===== src/rtl/uart_tx_pkg.sv =====
// uart_tx_pkg: shared types and constants for the UART transmit controller.
//   - state_e            : controller FSM states
//   - SEL_*              : downstream output-mux select codes
//   - DEFAULT_DATA_WIDTH : default payload width in bits
// Configuration macro: UART_TX_PARITY_EN (adds the PARITY state when defined).
package uart_tx_pkg;

    localparam int unsigned DEFAULT_DATA_WIDTH = 8;

`ifdef UART_TX_PARITY_EN
    typedef enum logic [2:0] {StIdle, StStart, StData, StParity, StStop} state_e;
`else
    typedef enum logic [2:0] {StIdle, StStart, StData, StStop} state_e;
`endif

    localparam logic [1:0] SEL_START = 2'b00;
    localparam logic [1:0] SEL_STOP  = 2'b01;
    localparam logic [1:0] SEL_DATA  = 2'b10;
    localparam logic [1:0] SEL_PAR   = 2'b11;

endpackage


===== src/rtl/uart_tx_parity_calc.sv =====
// uart_tx_parity_calc: registers the parity of a byte when load_i is high.
//   clk_i     : clock
//   rst_ni    : asynchronous active-low reset (clears par_o)
//   data_i    : byte whose parity is computed
//   par_typ_i : 0 = even, 1 = odd
//   load_i    : capture strobe
//   par_o     : registered parity bit, held until the next load
module uart_tx_parity_calc
    import uart_tx_pkg::*;
#(
    parameter int unsigned DATA_WIDTH = DEFAULT_DATA_WIDTH
) (
    input  logic                  clk_i,
    input  logic                  rst_ni,
    input  logic [DATA_WIDTH-1:0] data_i,
    input  logic                  par_typ_i,
    input  logic                  load_i,
    output logic                  par_o
);

    logic par_q, par_d;

    always_comb begin
        par_d = par_q;
        if (load_i) begin
            par_d = (^data_i) ^ par_typ_i;
        end
    end

    always_ff @(posedge clk_i or negedge rst_ni) begin
        if (!rst_ni) begin
            par_q <= 1'b0;
        end else begin
            par_q <= par_d;
        end
    end

    assign par_o = par_q;

endmodule


===== src/rtl/uart_tx_ctrl.sv =====
// uart_tx_ctrl: UART transmit controller (FSM + LSB-first serializer).
//   CLK        : system/baud clock, one frame bit per cycle
//   RST        : asynchronous active-low reset
//   P_DATA     : parallel byte, latched when DATA_VALID is seen in IDLE
//   DATA_VALID : byte valid strobe, ignored while busy
//   PAR_EN     : parity enable, latched with the byte
//   PAR_TYP    : parity type, 0 = even, 1 = odd
//   ser_data   : current serial bit (shift register LSB)
//   par_bit    : parity of the latched byte
//   mux_sel    : output-mux select 00 start, 01 stop/idle, 10 data, 11 parity
//   busy       : high while a frame is in flight
// Configuration macro: UART_TX_PARITY_EN. Undefined: no PARITY state, PAR_EN/PAR_TYP
// ignored, par_bit tied low.
module uart_tx_ctrl
    import uart_tx_pkg::*;
#(
    parameter int unsigned DATA_WIDTH = DEFAULT_DATA_WIDTH
) (
    input  logic                  CLK,
    input  logic                  RST,
    input  logic [DATA_WIDTH-1:0] P_DATA,
    input  logic                  DATA_VALID,
    input  logic                  PAR_EN,
    input  logic                  PAR_TYP,
    output logic                  ser_data,
    output logic                  par_bit,
    output logic [1:0]            mux_sel,
    output logic                  busy
);

    // Keep the counter at least one bit wide for DATA_WIDTH == 1.
    localparam int unsigned CNT_W = (DATA_WIDTH > 1) ? $clog2(DATA_WIDTH) : 1;
    localparam logic [CNT_W-1:0] CNT_LAST = CNT_W'(DATA_WIDTH - 1);

    state_e                state_q, state_d;
    logic [DATA_WIDTH-1:0] shift_q, shift_d;
    logic [CNT_W-1:0]      cnt_q, cnt_d;
    logic                  load;

`ifdef UART_TX_PARITY_EN
    logic par_en_q, par_en_d;
`endif

    always_comb begin
        state_d = state_q;
        shift_d = shift_q;
        cnt_d   = cnt_q;
        load    = 1'b0;
`ifdef UART_TX_PARITY_EN
        par_en_d = par_en_q;
`endif
        case (state_q)
            StIdle: begin
                if (DATA_VALID) begin
                    load    = 1'b1;
                    shift_d = P_DATA;
                    cnt_d   = '0;
                    state_d = StStart;
`ifdef UART_TX_PARITY_EN
                    par_en_d = PAR_EN;
`endif
                end
            end
            // No shift here: bit 0 must still be at the LSB in the first DATA cycle.
            StStart: state_d = StData;
            StData: begin
                shift_d = shift_q >> 1;
                if (cnt_q == CNT_LAST) begin
                    cnt_d = '0;
`ifdef UART_TX_PARITY_EN
                    state_d = par_en_q ? StParity : StStop;
`else
                    state_d = StStop;
`endif
                end else begin
                    cnt_d = cnt_q + 1'b1;
                end
            end
`ifdef UART_TX_PARITY_EN
            StParity: state_d = StStop;
`endif
            StStop:  state_d = StIdle;
            default: state_d = StIdle;
        endcase
    end

    always_ff @(posedge CLK or negedge RST) begin
        if (!RST) begin
            state_q <= StIdle;
            shift_q <= '0;
            cnt_q   <= '0;
        end else begin
            state_q <= state_d;
            shift_q <= shift_d;
            cnt_q   <= cnt_d;
        end
    end

`ifdef UART_TX_PARITY_EN
    always_ff @(posedge CLK or negedge RST) begin
        if (!RST) begin
            par_en_q <= 1'b0;
        end else begin
            par_en_q <= par_en_d;
        end
    end

    uart_tx_parity_calc #(
        .DATA_WIDTH (DATA_WIDTH)
    ) u_parity (
        .clk_i     (CLK),
        .rst_ni    (RST),
        .data_i    (P_DATA),
        .par_typ_i (PAR_TYP),
        .load_i    (load),
        .par_o     (par_bit)
    );
`else
    logic unused_par;
    assign unused_par = PAR_EN ^ PAR_TYP ^ load;
    assign par_bit    = 1'b0;
`endif

    // Moore outputs, decoded only from registered state.
    always_comb begin
        mux_sel = SEL_STOP;
        case (state_q)
            StStart: mux_sel = SEL_START;
            StData:  mux_sel = SEL_DATA;
`ifdef UART_TX_PARITY_EN
            StParity: mux_sel = SEL_PAR;
`endif
            default: mux_sel = SEL_STOP;
        endcase
    end

    assign ser_data = shift_q[0];
    assign busy     = (state_q != StIdle);

endmodule


===== config.mk =====
export PLATFORM = sky130hd
export DESIGN_NAME = uart_tx_ctrl
export DESIGN_NICKNAME = d
export VERILOG_FILES = /design/src/rtl/uart_tx_pkg.sv /design/src/rtl/uart_tx_parity_calc.sv /design/src/rtl/uart_tx_ctrl.sv
export SDC_FILE = /design/constraint.sdc
export NUM_CORES = 1
export LEC_CHECK = 0
export ABC_CLOCK_PERIOD_IN_PS = 2700
export CAP_MARGIN = 15
export CORE_MARGIN = 8
export CORE_UTILIZATION = 35
export CTS_BUF_LIST = sky130_fd_sc_hd__clkbuf_8
export CTS_CLUSTER_DIAMETER = 80
export CTS_CLUSTER_SIZE = 12
export DETAILED_ROUTE_END_ITERATION = 16
export MAX_ROUTING_LAYER = met4
export PLACE_DENSITY = 0.64
export SYNTH_ARGS = -nofsm -noshare
export SYNTH_HDL_FRONTEND = slang
export SYNTH_SLANG_ARGS = --single-unit

===== constraint.sdc =====
create_clock -name CLK -period 2.7 [get_ports CLK]
set_input_delay 0.27 -clock CLK [delete_from_list [all_inputs] [get_ports CLK]]
set_output_delay 0.27 -clock CLK [all_outputs]
set_load 0.05 [all_outputs]

==> impl_results.md <==
* Yosys warning count at 0
* Seq/Total Area, Yosys at 42.1%
* Worst hold path type: in -> async
* Vias at 599
* Pre-CTS WS at 0.727 ns
* Worst hold margin at 0.407 ns
* Fin. Hold Viols at 0
* Synth area leader: dfrtp_1
* DR WL/cell at 13.8 um
* Via/cell ratio at 5.12
* Antenna viol nets, final at 0
* Share of layout cells above drive strength 1 at 7.87%
* Top delay family on crit path: buffers and inverters
* Post-CTS resize count at 0
* Port-buffer cells at 14
* Synth Net Count at 95
* Status: completed
* Gpl congestion at 0.756
* Antenna violations before repair at 0
* ANT cells at 0
* RSZ-0062 raised after global routing: false
* Reg clk slew, reported paths at 0.06 ns
* Overall die height at 63.0 um
* Max IR drop VDD at 0.756 mV
* Post-route setup TNS at 0 ns
* DR pass1 iterations at 4
* Max Slew Vio Count at 0
* Worst Path Arrival at 1.96 ns
* Crit path cell chain: inv_1 -> ha_1 -> inv_2 -> clkdlybuf4s50_1
* Distinct cells, synth at 25
* Hold buffers post-CTS at 0
* Max-Cap Viols at 0
* Setup Viol. Count Final at 0
* Initial Util at 35.9%
* Final Critical Period at 2.23 ns
* Synth top cells by count: dfrtp_1, a21oi_1, a221o_1, nand2b_1, nand3_1
* Critical path capture point type: output port
* CP required at 2.43 ns
* R2R depth at 6
* Vias in the first global route at 620
* Horiz. Die Dim at 63.0 um
* #FFs+latches synth at 13
* Initial DRC count at 14
* Critical path depth at 4
* Lkg Pwr at 0.430 nW
* Total gr overflow at 0
* CTS Root Cell: clkbuf_8
* # fillers at 205
* Fin crit share at 82.4%
* Clk buf depth at 2
* Clk_lat worst skew at 0.24 ns
* Mean area per synthesized cell at 10.2 um2
* CP startpoint kind: flop
* Ys async rst share at 100%
* Critical path's slowest cell: clkdlybuf4s50_1
* PD cells at 1250 nW/um2
* Post-route DRC at 0
* Bufs and invs on worst path at 3
* Routed WL at 1.62 mm
* CTS sink count at 13
* Setup bufs post-CTS at 0
* Layout area overhead at 23.5%
* Mapped Cells at 76
* Post-DP HPWL at 1.14 mm
* Global-route wire length before repair at 2.86 mm
* I/O pin count at 18
* Largest net degree at the start of global routing at 14
* Slack of the critical path at 0.475 ns
* Crit path kind: reg -> out
* Final nets at 109
* Yosys top cell area share at 42.1%
* Post-synth EDFFs at 0
* Synth Cell Area at 772 um2
* FP Rows at 17
* Most frequent cell after synthesis: dfrtp_1
* Core region area at 2150 um2
* H-tree Lvls at 1
* Synth Flop Type: dfrtp_1
* TritonCTS Buffers at 3
* Max incr delay on CP at 0.82 ns
* Slew margin rel. at 59.6%
* Fmax at 449 MHz
* Dominant cells by area after synthesis: dfrtp_1, ha_1, a221o_1
* Tot GR Track Use at 8.96%
* Clock Skew at 0.00700 ns
* TritonCTS clock tree: done
* DIE AREA at 3960 um2
* Worst Path Max Fanout at 9
* Worst slew pin tran at 0.604 ns
## logic make-up after synthesis
group,synth area share (%)
compound gates,22.4
simple gates,15.6
flops,42.1
buf+inv,8.42
fa+ha+maj,9.72
mux,1.30
other cells,0.486
## flip-flops by register name (all words and copies together), names as in the netlist
name     count
cnt_q        3
shift_q      8
state_q      2
## cell usage in the layout, fill, tap and decap left out, types with 3 or more instances in the layout
cell type / instances
nand3_1: 7
a21oi_1: 8
nand2b_1: 7
a221o_1: 7
dfrtp_1: 13
inv_1: 5
clkdlybuf4s50_1: 14
ha_1: 6
clkbuf_8: 3
a22o_1: 3
nand2_1: 3
## through the flow
stage	power [mW]	std cells	util (%)	instance area, um2
after CTS	1.20	117	44.4	953
after global routing	1.27	117	44.4	953
after floorplan	0.877	76	-	772
after global placement	1.01	113	42.3	908
final	1.19	117	44.4	953
after detailed placement	1.02	113	42.3	908
## cell type report
cell class | count | area (um2) | area share (%)
clock inverters | 1 | 3.75 | 0.394
well taps | 28 | 35.0 | 3.67
multi-input cells | 52 | 382 | 40.0
clock buffers | 3 | 41.3 | 4.33
inverters | 5 | 18.8 | 1.97
flip-flops and latches | 13 | 325 | 34.1
repair buffers | 15 | 148 | 15.5
## path summary, 6_finish.rpt
| kind | startpoint | end | slack [ns] |
|---|---|---|---|
| setup / recovery | state_q[0] | busy | 0.47 |
| hold / removal | RST | shift_q[0] | 0.41 |
| setup reg to reg | state_q[0] | shift_q[1] | 0.72 |
| hold reg to reg | cnt_q[1] | cnt_q[1] | 0.51 |
| max in group asynchronous | RST | shift_q[7] | 1.89 |
| min in group CLK | cnt_q[1] | cnt_q[1] | 0.51 |
## where the power goes
group	switching (mW)	total (mW)	internal (mW)	leakage, nW
clock	0.0679	0.168	0.100	0.0269
combinational	0.393	0.678	0.286	0.235
sequential	0.0631	0.343	0.280	0.168
## metal layers
layer / vias to the layer above / part of all wire [%] / track usage (%) / wire length, um
li1: 300 / - / - / -
met1: 280 / 48 / 10.2 / 784
met2: 17 / 44 / 13.4 / 714
met3: 2 / 6.5 / 4.12 / 105
met4: 0 / 0.86 / 3.42 / 14
met5: - / 0 / - / 0
Note: power is estimated with default switching activity, not from simulation.
